### src/rtl/mem_port_arbiter.sv
// Arbitrates the single memory port between instruction fetch and load/store, round-robin on
// contention, holding each grant until the memory completes or the wait timer aborts it.
`timescale 1ns/1ps
module mem_port_arbiter #(
    parameter int ADDR_W   = 32,
    parameter int DATA_W   = 32,
    parameter int WAIT_MAX = 255
) (
    input  logic              clk,
    input  logic              reset,
    input  logic              i_req,
    input  logic [ADDR_W-1:0] i_addr,
    output logic [DATA_W-1:0] i_rdata,
    output logic              i_ack,
    input  logic              d_req,
    input  logic              d_we,
    input  logic [ADDR_W-1:0] d_addr,
    input  logic [DATA_W-1:0] d_wdata,
    output logic [DATA_W-1:0] d_rdata,
    output logic              d_ack,
    output logic              m_req,
    output logic              m_we,
    output logic [ADDR_W-1:0] m_addr,
    output logic [DATA_W-1:0] m_wdata,
    input  logic [DATA_W-1:0] m_rdata,
    input  logic              m_ready,
    output logic              err,
    output logic              stall
);

    localparam int CNT_W = (WAIT_MAX < 1) ? 1 : $clog2(WAIT_MAX + 1);
    localparam logic [CNT_W-1:0] CNT_MAX  = CNT_W'(WAIT_MAX);
    localparam logic [CNT_W-1:0] CNT_LAST = CNT_W'((WAIT_MAX > 0) ? WAIT_MAX - 1 : 0);
    localparam bit TIMEOUT_EN = (WAIT_MAX != 0);

    typedef enum logic [1:0] {IDLE, BUSY_I, BUSY_D} state_t;

    state_t            state, state_n;
    logic              last_d, last_d_n;
    logic [CNT_W-1:0]  cnt, cnt_n;
    logic              m_req_n, m_we_n, i_ack_n, d_ack_n, err_n;
    logic [ADDR_W-1:0] m_addr_n;
    logic [DATA_W-1:0] m_wdata_n, i_rdata_n, d_rdata_n;
    logic              elig_i, elig_d, grant_i, grant_d;

    // A side whose ack is high this cycle is not eligible, so a finished request is never re-granted
    assign elig_i  = i_req & ~i_ack;
    assign elig_d  = d_req & ~d_ack;
    assign grant_i = elig_i & (~elig_d | last_d);
    assign grant_d = elig_d & (~elig_i | ~last_d);
    assign stall   = (i_req & ~i_ack) | (d_req & ~d_ack);

    always_comb begin
        state_n   = state;
        last_d_n  = last_d;
        cnt_n     = cnt;
        m_req_n   = m_req;
        m_we_n    = m_we;
        m_addr_n  = m_addr;
        m_wdata_n = m_wdata;
        i_ack_n   = 1'b0;
        d_ack_n   = 1'b0;
        err_n     = 1'b0;
        i_rdata_n = i_rdata;
        d_rdata_n = d_rdata;
        case (state)
            IDLE: begin
                if (grant_i) begin
                    state_n   = BUSY_I;
                    last_d_n  = 1'b0;
                    cnt_n     = '0;
                    m_req_n   = 1'b1;
                    m_we_n    = 1'b0;
                    m_addr_n  = i_addr;
                    m_wdata_n = '0;
                end else if (grant_d) begin
                    state_n   = BUSY_D;
                    last_d_n  = 1'b1;
                    cnt_n     = '0;
                    m_req_n   = 1'b1;
                    m_we_n    = d_we;
                    m_addr_n  = d_addr;
                    m_wdata_n = d_wdata;
                end
            end
            BUSY_I, BUSY_D: begin
                if (m_ready) begin
                    state_n = IDLE;
                    m_req_n = 1'b0;
                    if (state == BUSY_I) begin
                        i_ack_n   = 1'b1;
                        i_rdata_n = m_rdata;
                    end else begin
                        d_ack_n   = 1'b1;
                        d_rdata_n = m_rdata;
                    end
                end else if (TIMEOUT_EN && cnt == CNT_LAST) begin
                    // Abort: the requester still gets its ack so it can move on, flagged by err
                    state_n = IDLE;
                    m_req_n = 1'b0;
                    err_n   = 1'b1;
                    if (state == BUSY_I) begin
                        i_ack_n   = 1'b1;
                        i_rdata_n = '0;
                    end else begin
                        d_ack_n   = 1'b1;
                        d_rdata_n = '0;
                    end
                end else if (cnt != CNT_MAX) begin
                    cnt_n = cnt + 1'b1;
                end
            end
            default: state_n = IDLE;
        endcase
    end

    always_ff @(posedge clk or posedge reset) begin
        if (reset) begin
            state   <= IDLE;
            last_d  <= 1'b1;
            cnt     <= '0;
            m_req   <= 1'b0;
            m_we    <= 1'b0;
            m_addr  <= '0;
            m_wdata <= '0;
            i_ack   <= 1'b0;
            d_ack   <= 1'b0;
            err     <= 1'b0;
            i_rdata <= '0;
            d_rdata <= '0;
        end else begin
            state   <= state_n;
            last_d  <= last_d_n;
            cnt     <= cnt_n;
            m_req   <= m_req_n;
            m_we    <= m_we_n;
            m_addr  <= m_addr_n;
            m_wdata <= m_wdata_n;
            i_ack   <= i_ack_n;
            d_ack   <= d_ack_n;
            err     <= err_n;
            i_rdata <= i_rdata_n;
            d_rdata <= d_rdata_n;
        end
    end

endmodule

### config.mk
export PLATFORM = sky130hd
export DESIGN_NAME = mem_port_arbiter
export DESIGN_NICKNAME = d
export VERILOG_FILES = /design/src/rtl/mem_port_arbiter.sv
export SDC_FILE = /design/constraint.sdc
export NUM_CORES = 1
export LEC_CHECK = 0
export ABC_AREA = 1
export CORE_AREA = 2 2 131 133
export CTS_CLUSTER_SIZE = 30
export DETAILED_ROUTE_END_ITERATION = 7
export DIE_AREA = 0 0 133 135
export PLACE_DENSITY = 0.77
export SETUP_SLACK_MARGIN = 0.05
export SLEW_MARGIN = 20
export SYNTH_ARGS = -nofsm -noshare
export SYNTH_HDL_FRONTEND = slang
export SYNTH_SLANG_ARGS = --single-unit
export TNS_END_PERCENT = 5
### constraint.sdc
create_clock -name clk -period 4.6 [get_ports clk]
set_clock_uncertainty 0.15 [all_clocks]
set_input_delay 0.92 -clock clk [delete_from_list [all_inputs] [get_ports clk]]
set_output_delay 0.92 -clock clk [all_outputs]
set_load 0.005 [all_outputs]
==> summary.md <==
| Metric | Value |
|---|---|
| Worst hold path depth | 2 |
| CP arrival | 2.16 ns |
| Final Wtd Congestion | 0.819 |
| Async SR Flop Fraction | 1.00 |
| Seq/Total Area, Yosys | 0.579 |
| Critical Path, Cell by Cell | clkdlybuf4s50_1 -> nand2_1 -> nand2_1 -> clkdlybuf4s50_1 |
| Residual DRC | 0 |
| Final nets | 1092 |
| CTS resizes | 0 |
| Maximum VDD drop | 0.312 mV |
| Distinct cell type count after synthesis | 23 |
| Postcts setup bufs | 0 |
| CP startpoint | i_req |
| R2R Path Start | cnt[0]$_DFFE_PP0P_ |
| Critical Path Max Stage Delay | 0.53 ns |
| DP HPWL | 12500 µm |
| Period utilization | 0.702 |
| Root buffer cell | clkbuf_16 |
| Tmin final | 3.23 ns |
| IO Pins | 268 |
| Slew HR | 0.484 |
| Rows | 47 |
| Worst Setup Path Type | in2out |
| Core Region | 16400 µm² |
| FMAX | 310 MHz |
| Slew at the pin closest to its max-slew limit | 0.774 ns |
| Final count of hold timing violations | 0 |
| Worst Path Required | 3.53 ns |
| Die Wd | 133 µm |
| GRT overflow | 0 |
| Sink Count | 144 |
| CP Launch Type | input pin |
| CTS H-tree depth | 4 |
| Setup_tns | 0 ns |
| Total wire length | 17700 µm |
| Post-synthesis instance total | 695 |
| Synth Area per Inst | 8.95 µm² |
| Vias per inst | 4.64 |
| M1 WL | 7390 µm |
| First-pass GRT wire length | 27800 µm |
| Routed via count | 5512 |
| Post-synth EDFFs | 0 |
| Commonest cells after routing, fill and taps aside | nand2_1 (310), clkdlybuf4s50_1 (267), dfrtp_1 (143), nand3_1 (75), o21ai_2 (46) |
| Placed Cells incl. Taps | 1154 |
| Final ANT Viol Nets | 0 |
| Area grow syn2layout | 55.1% |
| N_diodes | 0 |
| Status | finished, final reports clean |
| Syn_nets | 833 |
| Cell Area, Synth | 6220 µm² |
| Worst hold path class | reg2reg |
| PwrDens | 624 nW/µm² |
| CTS hold repair buffers | 0 |
| Non-Filler Instances | 1187 |
| Reg2Reg Depth | 10 |
| Port bufs | 267 |
| Met3 WL | 812 µm |
| Pin count of the biggest net entering global routing | 70 |
| Drt first pass iters | 4 |
| Vias in the first global route | 5378 |
| CTS tree | built |
| Critical Path Slowest Stage Cell | clkdlybuf4s50_1 |
| 1st-iter DRT viols | 337 |
| RSZ-0062 raised after global routing | false |
| Synth Flop Type | dfrtp_1 |
| Layout cells sized above 1 | 0.102 |
| Total Routing Usage GR | 0.198 |
| Clock Latency Late Sink | 0.42 ns |
| Top Metal Used | met4 |
| Deepest clock path buffer count | 2 |
| Die area | 18000 µm² |
| Wire per inst | 14.9 µm |
| Synthesized flop and latch total | 144 |
| Final-report setup violation count | 0 |
| Length of routed met2 wiring | 8740 µm |
| Leak | 4.44 nW |
| CP max FO | 3 |
| Die height | 135 µm |
| HP Start | m_wdata[23]$_DFFE_PP0P_ |
| Final Slew Violations | 0 |
| Max Cap Viol | 0 |
| Commonest non-fill, non-tap cell in the layout | nand2_1 |
| CP endpoint kind | primary output |
| CTS Buf Count | 17 |
| Initial Util | 0.379 |
| YS warnings | 0 |
| Initial antenna violation count | 0 |
| CTS clk-pin slew, worst paths | 0.06 ns |
state kept, by name, indices dropped and copies added (netlist names), 2 cells and up:
signal   count
d_rdata     32
i_rdata     32
m_addr      32
m_wdata     32
cnt          8
state        2
final cells by class:
type	count	area (µm²)
clock inverter	10	160
sequential	144	3600
timing repair buffer	280	2800
clock buffer	22	454
multi-input combinational	488	2270
inverter	23	90.1
tap	220	275
fill	1397	6750
final timing paths:
path	to	slack (ns)
setup reg to reg	i_rdata[24]$_DFFE_PP0P_	2.09
hold / removal	m_wdata[23]$_DFFE_PP0P_	0.33
min in group asynchronous	d_rdata[4]$_DFFE_PP0P_	0.68
hold reg to reg	m_wdata[23]$_DFFE_PP0P_	0.33
max in group asynchronous	m_addr[7]$_DFFE_PP0P_	2.81
setup / recovery	stall	1.37
power breakdown:
group / switching (mW) / leakage (nW) / internal (mW) / total (mW)
registers: 0.276 / 1.85 / 1.79 / 2.06
clock network: 0.523 / 0.298 / 0.921 / 1.44
logic: 1.19 / 2.29 / 1.33 / 2.52
cells in the mapped netlist, types with 4 or more instances:
library cell  instances  share of area
o21ai_0               5         0.0040
buf_4                 5         0.0060
nand3_1              75          0.060
ha_1                  4         0.0080
dfrtp_1             143           0.57
clkbuf_1             16         0.0097
inv_1                21          0.013
nand2_1             311           0.19
buf_2                 7         0.0056
o21ai_2              46          0.065
o21ai_1              18          0.014
buf_6                12          0.022
nor2_1               18          0.011
worst max-delay path, delay by kind of cell:
family                 cells  cell delay, ns
AND/OR/NAND/NOR            2            0.26
buffers and inverters      2            0.98
kinds of logic (layout without fill, tap and decap cells):
| logic type | after synthesis | after routing | share of synthesized area |
|---|---|---|---|
| and+or+nand+nor | 412 | 412 | 0.269 |
| AOI/OAI and AO/OA | 72 | 72 | 0.0864 |
| DFF | 144 | 144 | 0.579 |
| adders and majority gates | 4 | 4 | 0.00804 |
| buffers and inverters | 63 | 335 | 0.0569 |
stage by stage:
| stage | total power [mW] | utilization | hold slack [ns] | setup WS, ns | cell area, µm² |
|---|---|---|---|---|---|
| CTS | 6.09 | 0.587 | 0.331 | 1.36 | 9630 |
| detailed placement | 4.62 | 0.550 | 0.315 | 1.37 | 9020 |
| global route | 6.41 | 0.588 | 0.348 | 1.30 | 9650 |
| global placement | 4.56 | 0.550 | 0.311 | 1.35 | 9020 |
| floorplan | 3.25 | - | 0.319 | 1.73 | 6230 |
| finish | 6.02 | 0.588 | 0.325 | 1.37 | 9650 |
per-layer routing:
metal | track usage | vias to the layer above
li1 | - | 2729
met1 | 0.241 | 2567
met2 | 0.328 | 169
met3 | 0.0439 | 47
met4 | 0.112 | 0
met5 | 0 | -
Power figures use the tool's default switching activity.
